==> src/rtl/cfg_reg_file_if.sv <==
// Software/hardware access bus of the configuration register file.
// The controller side drives requests (master); the register file answers (slave).
interface cfg_reg_file_if #(
   parameter int DATA_WIDTH    = 8,
   parameter int ADDRESS_WIDTH = 4
);
   logic                     WR_EN;
   logic                     RD_EN;
   logic [ADDRESS_WIDTH-1:0] Address;
   logic [DATA_WIDTH-1:0]    WR_DATA;
   logic [DATA_WIDTH-1:0]    WR_MASK;
   logic                     HW_UPD_EN;
   logic [DATA_WIDTH-1:0]    HW_UPD_DATA;
   logic [DATA_WIDTH-1:0]    RD_DATA;
   logic                     RdData_valid;
   logic                     ACC_ERR;
   logic [DATA_WIDTH-1:0]    REG0;
   logic [DATA_WIDTH-1:0]    REG1;
   logic [DATA_WIDTH-1:0]    REG2;
   logic [DATA_WIDTH-1:0]    REG3;

   modport master (
      output WR_EN, RD_EN, Address, WR_DATA, WR_MASK, HW_UPD_EN, HW_UPD_DATA,
      input  RD_DATA, RdData_valid, ACC_ERR, REG0, REG1, REG2, REG3
   );

   modport slave (
      input  WR_EN, RD_EN, Address, WR_DATA, WR_MASK, HW_UPD_EN, HW_UPD_DATA,
      output RD_DATA, RdData_valid, ACC_ERR, REG0, REG1, REG2, REG3
   );
endinterface

==> src/rtl/cfg_reg_file.sv <==
// Configuration register file: masked software writes, pipelined software
// reads (1 or 2 cycle latency), one hardware-updated register, and a single
// error pulse for rejected accesses. Registers 0-3 are also exposed directly.
module cfg_reg_file #(
   parameter int                    DATA_WIDTH    = 8,
   parameter int                    ADDRESS_WIDTH = 4,
   parameter int                    DEPTH         = 16,
   parameter int                    RD_LATENCY    = 1,
   parameter logic [DEPTH-1:0]      RO_MASK       = '0,
   parameter int                    HW_ADDR       = 2,
   parameter logic [DATA_WIDTH-1:0] HW_MASK       = '1,
   parameter logic [DATA_WIDTH-1:0] RST_VAL2      = DATA_WIDTH'(8'b001000_01),
   parameter logic [DATA_WIDTH-1:0] RST_VAL3      = DATA_WIDTH'(8'd32)
) (
   input logic           CLK,
   input logic           RST,
   cfg_reg_file_if.slave bus
);

   logic [DATA_WIDTH-1:0] reg_q [DEPTH];
   logic [DATA_WIDTH-1:0] reg_d [DEPTH];

   logic [DEPTH-1:0]      addr_hit;
   logic                  in_range;
   logic                  ro_hit;
   logic                  sw_wr;
   logic                  sw_rd;
   logic                  wr_ok;
   logic                  wr_err;
   logic                  rd_err;
   logic [DATA_WIDTH-1:0] rd_word;

   logic                  out_vld;
   logic                  out_err;
   logic [DATA_WIDTH-1:0] out_data;

   logic                  rd_vld_q, rd_vld_d;
   logic [DATA_WIDTH-1:0] rd_data_q, rd_data_d;
   logic                  acc_err_q, acc_err_d;

   function automatic logic [DATA_WIDTH-1:0] rst_val(input int idx);
      logic [DATA_WIDTH-1:0] v;
      v = '0;
      if (idx == 2) v = RST_VAL2;
      if (idx == 3) v = RST_VAL3;
      return v;
   endfunction

   // Address decode and request classification; out-of-range addresses hit nothing
   always_comb begin
      addr_hit = '0;
      rd_word  = '0;
      for (int i = 0; i < DEPTH; i++) begin
         addr_hit[i] = (bus.Address == ADDRESS_WIDTH'(i));
         rd_word     = rd_word | ({DATA_WIDTH{addr_hit[i]}} & reg_q[i]);
      end
      in_range = |addr_hit;
      ro_hit   = |(addr_hit & RO_MASK);
      sw_wr    = bus.WR_EN & ~bus.RD_EN;
      sw_rd    = bus.RD_EN & ~bus.WR_EN;
      wr_ok    = sw_wr & in_range & ~ro_hit;
      // a simultaneous read+write request is charged to the write side
      wr_err   = bus.WR_EN & (bus.RD_EN | ~in_range | ro_hit);
      rd_err   = sw_rd & ~in_range;
   end

   // Next register contents: software masked write, then hardware bits override
   always_comb begin
      for (int i = 0; i < DEPTH; i++) begin
         reg_d[i] = reg_q[i];
         if (wr_ok && addr_hit[i]) begin
            reg_d[i] = (reg_q[i] & ~bus.WR_MASK) | (bus.WR_DATA & bus.WR_MASK);
         end
         if (bus.HW_UPD_EN && (i == HW_ADDR)) begin
            reg_d[i] = (reg_d[i] & ~HW_MASK) | (bus.HW_UPD_DATA & HW_MASK);
         end
      end
   end

   // Register storage with per-register reset values
   always_ff @(posedge CLK or negedge RST) begin
      if (!RST) begin
         for (int i = 0; i < DEPTH; i++) reg_q[i] <= rst_val(i);
      end else begin
         for (int i = 0; i < DEPTH; i++) reg_q[i] <= reg_d[i];
      end
   end

   // Read pipeline: the extra stage only exists for two-cycle latency
   if (RD_LATENCY == 2) begin : g_lat2
      logic                  p_vld_q, p_vld_d;
      logic                  p_err_q, p_err_d;
      logic [DATA_WIDTH-1:0] p_data_q, p_data_d;

      // First read stage captures the word at the request edge
      always_comb begin
         p_vld_d  = sw_rd;
         p_err_d  = rd_err;
         p_data_d = p_data_q;
         if (sw_rd) p_data_d = rd_word;
      end

      // First read stage flops; reset drops any read in flight
      always_ff @(posedge CLK or negedge RST) begin
         if (!RST) begin
            p_vld_q  <= 1'b0;
            p_err_q  <= 1'b0;
            p_data_q <= '0;
         end else begin
            p_vld_q  <= p_vld_d;
            p_err_q  <= p_err_d;
            p_data_q <= p_data_d;
         end
      end

      assign out_vld  = p_vld_q;
      assign out_err  = p_err_q;
      assign out_data = p_data_q;
   end else begin : g_lat1
      assign out_vld  = sw_rd;
      assign out_err  = rd_err;
      assign out_data = rd_word;
   end

   // Output stage: data holds between valids, error merges read and write faults
   always_comb begin
      rd_vld_d  = out_vld;
      rd_data_d = out_vld ? out_data : rd_data_q;
      acc_err_d = out_err | wr_err;
   end

   // Output stage flops
   always_ff @(posedge CLK or negedge RST) begin
      if (!RST) begin
         rd_vld_q  <= 1'b0;
         rd_data_q <= '0;
         acc_err_q <= 1'b0;
      end else begin
         rd_vld_q  <= rd_vld_d;
         rd_data_q <= rd_data_d;
         acc_err_q <= acc_err_d;
      end
   end

   assign bus.RD_DATA      = rd_data_q;
   assign bus.RdData_valid = rd_vld_q;
   assign bus.ACC_ERR      = acc_err_q;
   assign bus.REG0         = reg_q[0];
   assign bus.REG1         = reg_q[1];
   assign bus.REG2         = reg_q[2];
   assign bus.REG3         = reg_q[3];

endmodule

==> src/flat_wrapper.sv <==
// flat-port wrapper written by rule: the top's interface ports become plain ports
module cfg_reg_file_flat 
#(
   parameter int                    DATA_WIDTH    = 8,
   parameter int                    ADDRESS_WIDTH = 4,
   parameter int                    DEPTH         = 16,
   parameter int                    RD_LATENCY    = 1,
   parameter logic [DEPTH-1:0]      RO_MASK       = '0,
   parameter int                    HW_ADDR       = 2,
   parameter logic [DATA_WIDTH-1:0] HW_MASK       = '1,
   parameter logic [DATA_WIDTH-1:0] RST_VAL2      = DATA_WIDTH'(8'b001000_01),
   parameter logic [DATA_WIDTH-1:0] RST_VAL3      = DATA_WIDTH'(8'd32)
)
  (CLK, RST, bus_WR_EN, bus_RD_EN, bus_Address, bus_WR_DATA, bus_WR_MASK, bus_HW_UPD_EN, bus_HW_UPD_DATA, bus_RD_DATA, bus_RdData_valid, bus_ACC_ERR, bus_REG0, bus_REG1, bus_REG2, bus_REG3);
  cfg_reg_file_if #(.DATA_WIDTH(DATA_WIDTH), .ADDRESS_WIDTH(ADDRESS_WIDTH)) bus_i ();
  input logic CLK;
  input logic RST;
  input wire logic [$bits(bus_i.WR_EN)-1:0] bus_WR_EN;
  input wire logic [$bits(bus_i.RD_EN)-1:0] bus_RD_EN;
  input wire logic [$bits(bus_i.Address)-1:0] bus_Address;
  input wire logic [$bits(bus_i.WR_DATA)-1:0] bus_WR_DATA;
  input wire logic [$bits(bus_i.WR_MASK)-1:0] bus_WR_MASK;
  input wire logic [$bits(bus_i.HW_UPD_EN)-1:0] bus_HW_UPD_EN;
  input wire logic [$bits(bus_i.HW_UPD_DATA)-1:0] bus_HW_UPD_DATA;
  output wire logic [$bits(bus_i.RD_DATA)-1:0] bus_RD_DATA;
  output wire logic [$bits(bus_i.RdData_valid)-1:0] bus_RdData_valid;
  output wire logic [$bits(bus_i.ACC_ERR)-1:0] bus_ACC_ERR;
  output wire logic [$bits(bus_i.REG0)-1:0] bus_REG0;
  output wire logic [$bits(bus_i.REG1)-1:0] bus_REG1;
  output wire logic [$bits(bus_i.REG2)-1:0] bus_REG2;
  output wire logic [$bits(bus_i.REG3)-1:0] bus_REG3;
  assign bus_i.WR_EN = bus_WR_EN;
  assign bus_i.RD_EN = bus_RD_EN;
  assign bus_i.Address = bus_Address;
  assign bus_i.WR_DATA = bus_WR_DATA;
  assign bus_i.WR_MASK = bus_WR_MASK;
  assign bus_i.HW_UPD_EN = bus_HW_UPD_EN;
  assign bus_i.HW_UPD_DATA = bus_HW_UPD_DATA;
  assign bus_RD_DATA = bus_i.RD_DATA;
  assign bus_RdData_valid = bus_i.RdData_valid;
  assign bus_ACC_ERR = bus_i.ACC_ERR;
  assign bus_REG0 = bus_i.REG0;
  assign bus_REG1 = bus_i.REG1;
  assign bus_REG2 = bus_i.REG2;
  assign bus_REG3 = bus_i.REG3;
  cfg_reg_file #(.DATA_WIDTH(DATA_WIDTH), .ADDRESS_WIDTH(ADDRESS_WIDTH), .DEPTH(DEPTH), .RD_LATENCY(RD_LATENCY), .RO_MASK(RO_MASK), .HW_ADDR(HW_ADDR), .HW_MASK(HW_MASK), .RST_VAL2(RST_VAL2), .RST_VAL3(RST_VAL3)) u_core (.CLK(CLK), .RST(RST), .bus(bus_i));
endmodule
==> config.mk <==
export PLATFORM = sky130hd
export DESIGN_NAME = cfg_reg_file_flat
export DESIGN_NICKNAME = d
export VERILOG_FILES = /design/src/rtl/cfg_reg_file_if.sv /design/src/rtl/cfg_reg_file.sv /design/src/flat_wrapper.sv
export SDC_FILE = /design/constraint.sdc
export NUM_CORES = 1
export LEC_CHECK = 0
export CAP_MARGIN = 0
export CORE_UTILIZATION = 58
export DETAILED_ROUTE_END_ITERATION = 8
export MAX_ROUTING_LAYER = met4
export PLACE_DENSITY_LB_ADDON = 0.05
export RECOVER_POWER = 25
export SLEW_MARGIN = 20
export SYNTH_ARGS = -nofsm -noshare
export SYNTH_HDL_FRONTEND = slang
export SYNTH_SLANG_ARGS = --single-unit
==> constraint.sdc <==
create_clock -name CLK -period 1.5 [get_ports CLK]
set_input_delay 0.15 -clock CLK [delete_from_list [all_inputs] [get_ports CLK]]
set_output_delay 0.15 -clock CLK [all_outputs]
set_load 0.01 [all_outputs]
After elaboration in Yosys (flattened, before gate mapping). Index checks and enable logic that the tools add are counted.

Register bits after elaboration: 138. Output and inout bits: 42.

Equality and inequality tests: 15. Mux-type cells: 2. Reductions and logical operators: 19. Bitwise operators: 75.

Operators by type and width (count): 8-bit bitwise AND (33); 8-bit bitwise OR (31); 4-bit equality test, second input constant (8); 4-bit by 3-bit equality test with 1-bit output, second input constant (4); 1-bit logical AND (16); 8-bit 2-to-1 mux (2); 16-bit OR reduction (1); 4-bit by 2-bit equality test with 1-bit output, second input constant (2); 8-bit inverter (1); 1-bit bitwise AND (5); 4-bit by 1-bit equality test with 1-bit output, second input constant (1); 4-bit logical NOT (1); 1-bit inverter (3); 1-bit bitwise OR (2); 2-bit nonzero test (1).

Depth between registers and ports, before layout. Gate-level depths: netlist of run 1.

Depth in word-level cells: 17. Mapped depth: 8. Gate-level depth less buffers: 5.

Worst setup path before layout of run 1. Ideal clock, no wire load.

Path type: input-to-reg. Start point: in bus_Address[2]. End point: reg u_core.rd_data_q[4], in the netlist u_core.bus.RD_DATA[4]. Setup time: 0.126 ns. Cell stages on the path: 6. Path slack: -0.007 ns. Data arrival time: 1.381 ns. Cell sequence: buf_2 -> buf_6 -> mux2_2 -> a21oi_1 -> o221ai_1 -> o32a_1.

Cells in the longest elaborated chain, start to end: 17. Elaborated cells on any way between the ends: 47. Those cells by class: 15 x eq/ne; 31 x bitwise; 1 x reduce/logical.

RTL lines: from (decl) (RTL line flat_wrapper.sv:20) `input wire logic [$bits(bus_i.Address)-1:0] bus_Address;`; 4-bit by 1-bit equality test with 1-bit output / 4-bit logical NOT (equally long branches) (RTL line cfg_reg_file.sv:54) `addr_hit[i] = (bus.Address == ADDRESS_WIDTH'(i));`; 8-bit bitwise AND (RTL line cfg_reg_file.sv:55) `rd_word = rd_word | ({DATA_WIDTH{addr_hit[i]}} & reg_q[i]);`; 8-bit bitwise OR (14 in series) (RTL line cfg_reg_file.sv:55); 8-bit bitwise OR (*) (RTL line cfg_reg_file.sv:55); to (signal assigned) (RTL line cfg_reg_file.sv:140) `rd_data_q <= rd_data_d;`; to (decl) (RTL line cfg_reg_file.sv:38) `logic [DATA_WIDTH-1:0] rd_data_q, rd_data_d;`.

Every way passes the cells marked *; elsewhere a longest branch is shown, timed or not. A chain may end at the register's enable or synchronous reset.

Worst setup path after layout of run 1.
Start point: in bus_Address[1]. End point: reg u_core.rd_data_q[1], in the netlist u_core.bus.RD_DATA[1].

Same word-level chain as after synthesis.

==> flow_summary.yaml, run 1 <==
outcome:
  status: "finished with violations"
  failed_checks: "negative setup slack"
floorplanning:
  rows: 40
  die_x_um: 115
  core_sq_um: 12300
  start_util_pct: 60.6
  die_y_um: 115
  boundaryPins: 75
  design.die.area_sq_um: 13300
grt:
  gr-total-overflow: 0
  grt_max_degree: 44
  grt_first_pass_wirelength_um: 36500
  grt_pass1_vias: 6397
  grtUsageTotal_pct: 39.1
  antenna_found_initial: 0
finish:
  drive_gt1_share_pct: 33.6
  nNetsFinal: 857
  fillerInstances: 824
  regArea_sq_um: 3460
  finalInstanceArea_sq_um: 9640
  final_common_cell: "nand2_1"
  multi_input_area_sq_um: 3490
  antenna_cells: 0
  final_cell_mix: "139 x nand2_1, 135 x dfrtp_1, 98 x mux2_2, 98 x buf_4, 33 x dlygate4sd2_1"
  areaGrowthSynthToFinish_pct: 29.8
logic_synthesis:
  avgSynthCellArea_sq_um: 10.7
  synthArstFlopShare_pct: 100
  syn_area_sq_um: 7430
  synth_compound_area_share_pct: 8.47
  synth_enable_flop_cells: 0
  yosys_warnings: 0
  synthCells: 697
  synth_flop_cell: "dfrtp_1"
  yosys.area_share.simple_pct: 15.1
  synth_cell_types: 58
  syn_nets: 730
  synth.area.mux_share_pct: 22.8
  synth_top_family_by_area: "multiplexers"
  synth-seq-cells: 138
  ys_seq_area_share_pct: 46.5
  synthXorXnorAreaFrac_pct: 0
  yosys.area_share.adder_pct: 0
sta:
  clock_skew_ps: 5.97
  worst_pin_slew_ps: 587
  fmax_ghz: 0.663
  period_minus_slack_ps: 1510
  slew_headroom_pct: 60.8
  hold_viol_final: 0
  timing.final.crit_share_pct: 101
  rsz0062_at_grt: "no"
  finalSetupViolations: 1
  slew_violations: 0
  finalWorstSetupSlack_ps: -7.91
  tns_ps: -7.91
power:
  max-vdd-ir-drop_v: 0.000940
  p_leak_nw: 4.52
  cellPowerDensity_nw_per_um2: 1110
clock_network:
  cts_inserted_buffers: 17
  clk_latency_ps: 430
  clk_pin_slew_ps: 60
  root_buffer: "clkbuf_16"
  cts_tree: "built"
  clock_path_buffers: 2
  clkSinkCount: 138
  h-tree-depth: 4
worst_setup_path:
  rrSetupSlack_ps: 20
  cp-start-kind: "input pin"
  reg2reg_depth: 4
  r2r_end: "u_core.bus.RD_DATA[4]"
  arrival_ps: 1790
  path_class: "input pin to flop"
  cp.required_ps: 1780
  crit_path_max_fanout: 7
  endpoint_kind: "flop"
placed_design:
  pre_cts_ws_ps: -581
  placed_cell_area_sq_um: 8910
  place.gp.congestion: 0.952
  port_buffers: 74
  hpwl_um: 16000
job:
  maxCapViolCount: 0
routing:
  antenna_left: 0
  drt_iter0_markers: 677
  vias: 6281
  drt-total-wl_um: 23400
  firstDrtPassIters: 7
  via_per_inst: 6.25
  routedWlPerCell_um: 23.3
  drc: 0
min_path:
  hp-class: "input pin to asynchronous set/reset pin"
## per-layer routing
metal / share of wire [%] / track usage, % / up-vias
met3: 7.2 / 8.22 / 103
met2: 46 / 59.2 / 345
met4: 6.2 / 22.1 / 0
met1: 40 / 48.8 / 3155
li1: - / - / 2678
met5: 0 / - / -
## final cells by class
cell class | instances | share of cell area (%)
multi-input cells | 464 | 36.2
well taps | 168 | 2.18
inverters | 8 | 0.311
clock buffers | 21 | 4.88
clock inverters | 11 | 1.49
flip-flops and latches | 138 | 35.8
repair buffers | 195 | 19.1
## cell families after synthesis
| kind of cell | Yosys count |
|---|---|
| and+or+nand+nor | 228 |
| buffers and inverters | 95 |
| DFF | 138 |
| muxes | 153 |
| AOI/OAI and AO/OA | 83 |
## worst max path at each step
stage                   startpoint                    end  depth (start not counted)  slack [ps]
global route        bus_Address[2]                   flop                          8           2
finish              bus_Address[1]  u_core.bus.RD_DATA[1]                          8          -8
CTS                           flop            bus_REG2[7]                          1        0.02
detailed placement  bus_Address[3]                   flop                          7        -580
global placement    bus_Address[3]                   flop                          7        -560
floorplan           bus_Address[3]                   flop                          7          20
## power breakdown
part | internal (mW) | leakage, nW | total (mW) | switching, mW
clock network | 2.74 | 0.291 | 4.38 | 1.64
registers | 4.21 | 1.81 | 4.55 | 0.341
logic | 0.930 | 2.43 | 1.77 | 0.845
total | 7.88 | 4.52 | 10.7 | 2.82
## critical path, stage by stage
cell and delay, ps:
dlygate4sd2_1 260, buf_4 160, buf_4 160, nor2b_2 160
buf_4 160, buf_12 130, a311oi_1 440, a31oi_1 150
## metrics by stage
stage / power (mW) / utilization [%] / instances / hold slack (ps)
after global placement: 6.29 / 72.7 / 964 / 101
after floorplan: 5.52 / - / 697 / -146
after global routing: 11.1 / 78.7 / 1005 / 240
after detailed placement: 6.36 / 72.7 / 964 / 101
final: 10.7 / 78.7 / 1005 / 211
after CTS: 10.7 / 78.6 / 1005 / 225
## cells in the mapped netlist (2+ instances only)
cell,number,area (sq um)
a41oi_1,2,17.5
nor2_4,3,33.8
nand4bb_1,2,22.5
and3_1,2,12.5
buf_1,4,15.0
nor2_2,9,56.3
o2bb2ai_1,3,26.3
clkbuf_1,28,105
a31oi_1,8,50.1
nor3b_1,6,45.0
buf_4,38,285
nor2_1,12,45.0
a21oi_1,4,20.0
a32oi_1,7,61.3
a221oi_1,4,35.0
o21ai_0,16,80.1
a311oi_1,3,26.3
o221ai_1,4,35.0
o211ai_1,2,15.0
dfstp_2,3,78.8
buf_2,15,75.1
o32a_1,6,60.1
nand2_1,139,522
nand4_1,2,12.5
nor2b_1,12,75.1
mux2i_1,24,240
a22oi_1,6,45.0
dfrtp_1,135,3380
or2_2,2,12.5
mux2_2,98,1100
and2_1,4,25.0
buf_6,2,22.5
nand2b_1,5,31.3
mux2_1,31,349
and2_0,2,12.5
inv_1,7,26.3
nand3b_1,5,37.5
a22o_1,7,61.3
nand3_1,15,75.1
a32o_1,2,20.0
## timing repair
item,4_1_cts,5_1_grt
gates resized for setup,47,12
gates cloned,1,0
endpoints found under the setup margin,131,14
pin swaps,8,3
setup buffers,7,0
endpoints found under the hold margin,39,0
hold buffers,1,0
(Power assumes the default switching activity.)
==> run 2: changes to the inputs <==
SETUP_SLACK_MARGIN = 0.05   (was default)
==> run 2 against run 1 <==
Against the previous run:
- the flow now finishes without violations
- clock power shrank 6.6%
- count of clock-buffer cells in the layout grew 3
- sequential power down 0.9%
- fmax rose by 5.1%
- via count shrank 5.1%
- sequential share of layout area is 0.58 points higher
- hold slack got worse by 32 ps
- power is 3.5% lower
- register-to-register slack better by 40 ps
- global-route usage decreased by 1.8 points
- core utilization down 1.2 points
- flip-flop and latch count is the same
- largest power group unchanged
==> flow_summary.yaml, run 2 (synthesis results as in run 1) <==
finish:
  drive_gt1_share_pct: 33.0
  stdcell_count: 994
  areaGrowthSynthToFinish_pct: 27.7
  fillerInstances: 828
  final_util_pct: 77.4
  final_common_cell: "nand2_1"
  nNetsFinal: 845
  final_cell_mix: "139 x nand2_1, 135 x dfrtp_1, 98 x mux2_2"
worst_setup_path:
  cp.required_ps: 1810
  arrival_ps: 1740
  reg2reg_depth: 4
  r2r_end: "u_core.bus.RD_DATA[4]"
  cp_slowest_cell: "dfrtp_1"
  rrSetupSlack_ps: 60
  crit_chain: "mux2_2 -> a32oi_2 -> o221ai_2 -> o32a_1"
  endpoint_kind: "flop"
  slowest_delay_ps: 380
  cp-start-kind: "flop"
  crit_path_max_fanout: 2
  path_class: "flop to flop"
  worstSetupEndpoint: "u_core.bus.RD_DATA[4]"
placed_design:
  port_buffers: 74
  hpwl_um: 15300
  place.gp.congestion: 0.883
  dp_cells: 956
grt:
  antenna_found_initial: 1
  grt_pass1_vias: 6213
  grtUsageTotal_pct: 37.2
  gr-total-overflow: 0
  grt_first_pass_wirelength_um: 34700
  grt_max_degree: 39
floorplanning:
  start_util_pct: 60.6
  die_y_um: 115
  boundaryPins: 75
  core_sq_um: 12300
  rows: 40
  die_x_um: 115
  design.die.area_sq_um: 13300
job:
  maxCapViolCount: 0
clock_network:
  root_buffer: "clkbuf_16"
  cts_inserted_buffers: 17
  clkSinkCount: 138
  cts_tree: "built"
  clk_pin_slew_ps: 60
  clock_path_buffers: 2
  clk_latency_ps: 430
  h-tree-depth: 4
outcome:
  status: "finished, final reports clean"
sta:
  rsz0062_at_grt: "yes"
  clock_skew_ps: 5.91
  slew_headroom_pct: 57.6
  period_minus_slack_ps: 1440
  worst_pin_slew_ps: 635
  fmax_ghz: 0.697
  hold_viol_final: 0
  timing.final.crit_share_pct: 95.7
  finalSetupViolations: 0
  slew_violations: 0
routing:
  via_per_inst: 5.99
  vias: 5958
  drt-total-wl_um: 22400
  routedWlPerCell_um: 22.5
  drt_iter0_markers: 434
  antenna_left: 0
  drc: 0
  firstDrtPassIters: 5
power:
  cellPowerDensity_nw_per_um2: 1090
  p_leak_nw: 4.39
  max-vdd-ir-drop_v: 0.000910
min_path:
  hp-class: "input pin to flop"
run 2: how the worst min path moves through the flow:
| stage | from | to | slack [ps] | cells past startpoint |
|---|---|---|---|---|
| after detailed placement | RST | asynchronous set/reset pin | 80 | 1 |
| after CTS | bus_WR_EN | u_core.bus.ACC_ERR | 150 | 2 |
| after global routing | bus_WR_EN | u_core.bus.ACC_ERR | 190 | 2 |
| final | bus_WR_EN | u_core.bus.ACC_ERR | 180 | 2 |
| after global placement | RST | asynchronous set/reset pin | 80 | 1 |
| after floorplan | RST | asynchronous set/reset pin | -150 | 0 |
run 2: worst max-delay path: cells and delay by family (launching register included):
| family | cells | cell delay, ps |
|---|---|---|
| AO/OA/AOI/OAI | 3 | 670 |
| flip-flops | 1 | 380 |
| multiplexers | 1 | 270 |
run 2: layer usage:
metal / vias to the layer above / global-route usage [%] / part of all wire [%]
li1: 2658 / - / -
met5: - / - / 0
met3: 63 / 11.0 / 8.2
met1: 2979 / 44.7 / 40
met2: 258 / 57.7 / 48
met4: 0 / 17.6 / 4.0
run 2: area by class of cell:
cell class	instances	area [sq um]	share of cell area [%]
Clock inverter	8	92.6	0.975
Tap cell	168	210	2.21
Inverter	8	30.0	0.316
Timing Repair Buffer	183	1680	17.7
Sequential cell	138	3460	36.4
Clock buffer	24	482	5.08
Antenna cell	1	2.50	0.0264
Multi-Input combinational cell	464	3540	37.3
run 2: through the flow:
| stage | TNS [ps] | instance area, sq um | power [mW] | hold WS, ps | worst slack (ps) |
|---|---|---|---|---|---|
| 2_1_floorplan | 0 | 7450 | 5.52 | -146 | 31.4 |
| 3_3_place_gp | -58820 | 8810 | 6.26 | 78.0 | -677 |
| 3_5_place_dp | -62100 | 8810 | 6.33 | 82.2 | -677 |
| 4_1_cts | 0 | 9470 | 10.3 | 147 | 61.3 |
| 5_1_grt | 0 | 9490 | 10.7 | 190 | 14.0 |
| 6_report | 0 | 9490 | 10.3 | 179 | 64.7 |
run 2: timing repair:
action	4_1_cts	5_1_grt
cloned	1	0
hold buffers	1	0
pin swaps	4	5
endpoints found under the setup margin	152	33
hold endpoints to repair	71	0
resized for setup	58	9
buffers inserted	2	1
run 2: report_power, final:
group	total [mW]	internal [mW]	switching [mW]
Combinational	1.74	0.900	0.838
Sequential	4.51	4.21	0.293
Clock	4.09	2.56	1.53
==> RTL change 1 (settings of run 2) <==
`ADDRESS_WIDTH` is set to 4 in 3 places; all go to 3.
--- a/src/rtl/cfg_reg_file_if.sv
+++ b/src/rtl/cfg_reg_file_if.sv
@@ -4,3 +4,3 @@
    parameter int DATA_WIDTH    = 8,
-   parameter int ADDRESS_WIDTH = 4
+   parameter int ADDRESS_WIDTH = 3
 );
--- a/src/rtl/cfg_reg_file.sv
+++ b/src/rtl/cfg_reg_file.sv
@@ -5,3 +5,3 @@
    parameter int                    DATA_WIDTH    = 8,
-   parameter int                    ADDRESS_WIDTH = 4,
+   parameter int                    ADDRESS_WIDTH = 3,
    parameter int                    DEPTH         = 16,
--- a/src/flat_wrapper.sv
+++ b/src/flat_wrapper.sv
@@ -4,3 +4,3 @@
    parameter int                    DATA_WIDTH    = 8,
-   parameter int                    ADDRESS_WIDTH = 4,
+   parameter int                    ADDRESS_WIDTH = 3,
    parameter int                    DEPTH         = 16,
Ports: changed (resized bus_Address); port bits go from 75 to 74. The function was not compared with the original's and may differ.
==> RTL change 1 against run 2 <==
  * Wire length shrank 53%
  * Cell area decreased by 43%
  * Setup slack better by 0.0056 ns
  * Via count shrank 46%
  * Hold slack gained 0.11 ns
  * Critical path depth down 1
  * Total power shrank 42%
  * Sequential cell count is 55 lower
  * Area after synthesis fell by 42%
  * Critical endpoint is now bus_REG2[7]
  * Largest cell class is now registers
==> RTL change 1: results (changes against run 2) <==
Outcome
  – Outcome: complete, no violations

Power
  – Sequential power: 0.00289 W (-36%)
  – Seq pwr share: 48.4% (+4.8 points)
  – Combinational share of power: 23.1% (+6.3 points)
  – Maximum VDD drop: 0.000738 V (-19%)
  – Sw frac: 27.9% (+2.1 points)
  – Leakage power: 2.64 nW (-40%)

Synthesis
  – Commonest cells in the netlist: 80 x dfrtp_1, 70 x nand2_1, 68 x mux2_2
  – Multiplexer share of the synthesized area: 24.2% (+1.4 points)
  – Cell variety after synth: 43 (-26%)
  – Fraction of the yosys area taken by sequential cells: 48.6% (+2.1 points)
  – Synth Instances: 388 (-44%)
  – Syn_nets: 420 (-42%)
  – Synth Area in Compound Gates: 6.08% (-2.4 points)

Setup path
  – WP data arrival: 1.28 ns (-0.46 ns)
  – RR Endpoint: u_core.bus.RD_DATA[7]
  – CP Capture Point: bus_REG2[7]
  – Reg2Reg Setup Slack: 0.08 ns (+0.02 ns)

CTS
  – Htree depth: 3 (-1)
  – Worst-Skew Late Latency: 0.36 ns (-0.07 ns)
  – Post-CTS Setup Inserts: 0 (-2)
  – Number of buffers created by CTS: 9 (-8)
  – Post-CTS resize count: 21 (-64%)

Placed design
  – Post-DP Area: 5180 um^2 (-41%)
  – Routability-driven placement congestion ratio: 0.851 (-3.7%)
  – PortBufs: 73 (-1.4%)
  – Setup WS pre-CTS: -0.460 ns (+0.217 ns)

Cells and area
  – Post-route insts no fill: 568 (-43%)
  – Nonclk buf count: 121 (-34%)
  – Buffering overhead: 20.9% (+3.3 points)
  – Clock-cell share: 3.91% (-2.1 points)
  – Fraction of layout instances using a drive strength above 1: 31.6% (-1.4 points)
  – Multi-input logic area: 1890 um^2 (-47%)
  – Nets: 499 (-41%)
  – Count of multi-input gates: 251 (-46%)
  – Nonclk inv count: 1 (-7)
  – Seq area share: 38.2% (+1.8 points)
  – Clock buffer cells: 11 (-54%)

Drt
  – Wirelength per Cell: 18.5 um (-18%)
  – DR vias: 3221 (-46%)

Global route
  – First-pass GRT wire length: 16800 um (-52%)
  – Vias in the first global route: 3398 (-45%)
  – Initial antenna violation count: 0 (-1)

Timing
  – Max Clk Rate: 699 MHz (+0.39%)
  – Relative slew margins: 55.5% (-2.2 points)
==> RTL change 1: cell count changes after synthesis, moves of 8 or more <==
cell	before	now
nand2_1	139	70
nor2b_1	12	3
nor2_2	9	1
clkbuf_1	28	11
dfrtp_1	135	80
mux2_2	98	68
mux2_1	31	1
==> RTL change 1: per-stage QoR <==
step | utilization (%) | hold slack [ns]
floorplan | - | -0.146
global placement | 74.6 | 0.0874
detailed placement | 74.6 | 0.0854
CTS | 77.5 | 0.241
global route | 78.3 | 0.299
finish | 78.3 | 0.288
==> RTL change 1: per-layer routing <==
| layer | global-route usage, % | routed length [um] | vias up |
|---|---|---|---|
| met5 | - | 0 | - |
| met4 | 16.4 | 232 | 0 |
| met3 | 6.60 | 616 | 25 |
| met2 | 48.5 | 5250 | 118 |
| met1 | 36.4 | 4390 | 1598 |
| li1 | - | - | 1480 |
==> RTL change 1: critical path, stage by stage (launching register included) <==
cell,delay (ns)
dfrtp_1,0.39
buf_4,0.13
buf_4,0.12
dlygate4sd2_1,0.27
==> RTL change 2 (config.mk and constraints of run 2) <==
Without the edit above. Make the reset (`RST`) synchronous in 3 clocked blocks.
--- a/src/rtl/cfg_reg_file.sv
+++ b/src/rtl/cfg_reg_file.sv
@@ -80,3 +80,3 @@
    // Register storage with per-register reset values
-   always_ff @(posedge CLK or negedge RST) begin
+   always_ff @(posedge CLK) begin
       if (!RST) begin
@@ -103,3 +103,3 @@
       // First read stage flops; reset drops any read in flight
-      always_ff @(posedge CLK or negedge RST) begin
+      always_ff @(posedge CLK) begin
          if (!RST) begin
@@ -132,3 +132,3 @@
    // Output stage flops
-   always_ff @(posedge CLK or negedge RST) begin
+   always_ff @(posedge CLK) begin
       if (!RST) begin
Check against the original RTL: differs if RST is asserted again (counterexample within 4 cycles, from zero or initial values and one cycle with RST low); with RST held inactive, the same outputs for 4 cycles.
==> RTL change 2 against run 2 <==
  * Clock skew is 0.0014 ns higher
  * Core utilization shrank 2.9 points
  * Area after synthesis is 2.9% higher
  * Critical path type is now in2reg
  * Non-clock buffer count fell by 7
  * Sequential cell count unchanged
  * Register-to-register slack better by 0.12 ns
  * Synthesized cell count up 21%
  * First-iteration DRC count increased by 38%
  * Clock power is 6.6% higher
  * Hold slack worse by 0.035 ns
  * Wire length rose by 1.0%
  * Setup slack improved by 0.036 ns
  * Cell area shrank 0.11%
  * Total power fell by 11%
==> RTL change 2: results (changes against run 2) <==
Global route
  – Initial antenna violation count: 0 (-1)
  – GRT Util Overall: 36.0% (-1.2 points)
  – Largest net degree at the start of global routing: 83 (+110%)
  – Vias in the first global route: 6583 (+6.0%)

CTS
  – Post-CTS resize count: 45 (-22%)
  – Post-CTS Setup Inserts: 0 (-2)

Cells and area
  – Nets: 949 (+12%)
  – Buffering overhead: 17.7% (+0.045 points)
  – Final Cell Area: 9480 um^2 (-0.11%)
  – Clock buffer cells: 20 (-17%)
  – Fraction of layout instances using a drive strength above 1: 17.2% (-16 points)
  – Antenna diodes: 0 (-1)
  – Fraction of area in multi-input gates: 44.3% (+7.0 points)
  – Nonclk inv count: 4 (-4)
  – Clock-cell share: 6.47% (+0.42 points)
  – Nonclk buf count: 176 (-3.8%)
  – Flip-flop and latch count: 138 (unchanged)
  – Seq area share: 29.1% (-7.3 points)
  – Count of multi-input gates: 579 (+25%)

Power
  – Clock Power Share: 47.5% (+7.9 points)
  – Leakage power: 4.31 nW (-1.6%)
  – Combinational share of power: 11.8% (-5.0 points)
  – Maximum VDD drop: 0.000917 V (+0.85%)
  – Net switching power: 0.00225 W (-15%)
  – Combinational power: 0.00108 W (-38%)

Timing
  – Final Skew: 0.00733 ns (+0.00142 ns)
  – Final Critical Period: 1.40 ns (-0.0357 ns)
  – Relative slew margins: 21.5% (-36 points)
  – Max Clk Rate: 715 MHz (+2.6%)

Synthesis
  – Fraction of the yosys area taken by sequential cells: 36.1% (-10 points)
  – Ys async rst share: 0% (-100 points)
  – Top post-synthesis cells by area: dfxtp_1 36%, mux2i_1 19%, nor2b_1 10%
  – Synth Area in Compound Gates: 8.21% (-0.26 points)
  – Xor and xnor area share after synthesis: 0% (unchanged)
  – Cell variety after synth: 63 (+8.6%)
  – Syn Area/Cell: 9.04 um^2 (-15%)
  – Commonest cells in the netlist: 145 x mux2i_1, 140 x nand3_1, 138 x dfxtp_1
  – Synth Flop Type: dfxtp_1
  – Syn_nets: 879 (+20%)

Hold path
  – Hold depth: 3 (+1)
  – Hold Crit Class: in2reg

Drt
  – Drt initial violations: 601 (+38%)
  – Wirelength per Cell: 20.5 um (-8.8%)
  – Total Routed Length: 22600 um (+1.0%)
  – DR vias: 6767 (+14%)

Setup path
  – CP max FO: 8 (+6)
  – RR Endpoint: u_core.bus.RD_DATA[5]
  – CP max-delay cell: a2111oi_2
  – Reg2Reg Setup Slack: 0.18 ns (+0.12 ns)

Placed design
  – Placed Cells: 1068 (+12%)
  – Post-DP Area: 8930 um^2 (+1.3%)
  – Detail Placement HPWL: 14800 um (-2.8%)
  – Setup WS pre-CTS: -0.454 ns (+0.223 ns)
  – Routability-driven placement congestion ratio: 0.937 (+6.1%)

Outcome
  – Outcome: complete, no violations

Floorplan
  – Site Rows: 41 (+2.5%)
[RTL change 2: worst max path at each step]
stage,start,endpoint,depth (start not counted)
CTS,u_core.bus.ACC_ERR,bus_ACC_ERR,1
finish,bus_Address[3],u_core.bus.RD_DATA[7],7
global placement,bus_Address[3],u_core.bus.RD_DATA[7],7
detailed placement,bus_WR_EN,register,6
floorplan,bus_Address[2],u_core.bus.RD_DATA[7],6
global route,bus_Address[3],register,7
[RTL change 2: layer usage]
layer  vias up  share of wire, %  wire length (um)  track usage, %
li1       3109                 -                 -               -
met1      3274                40              8920            42.7
met2       301                49             11200            57.7
met3        83               7.1              1590            7.21
met4         0               3.9               890            19.6
met5         -                 0                 0               -
[RTL change 2: worst max-delay path: cells and delay by family]
family | cells | cell delay, ns
AOI/OAI and AO/OA | 3 | 0.71
and+or+nand+nor | 1 | 0.12
buffers and inverters | 3 | 0.72
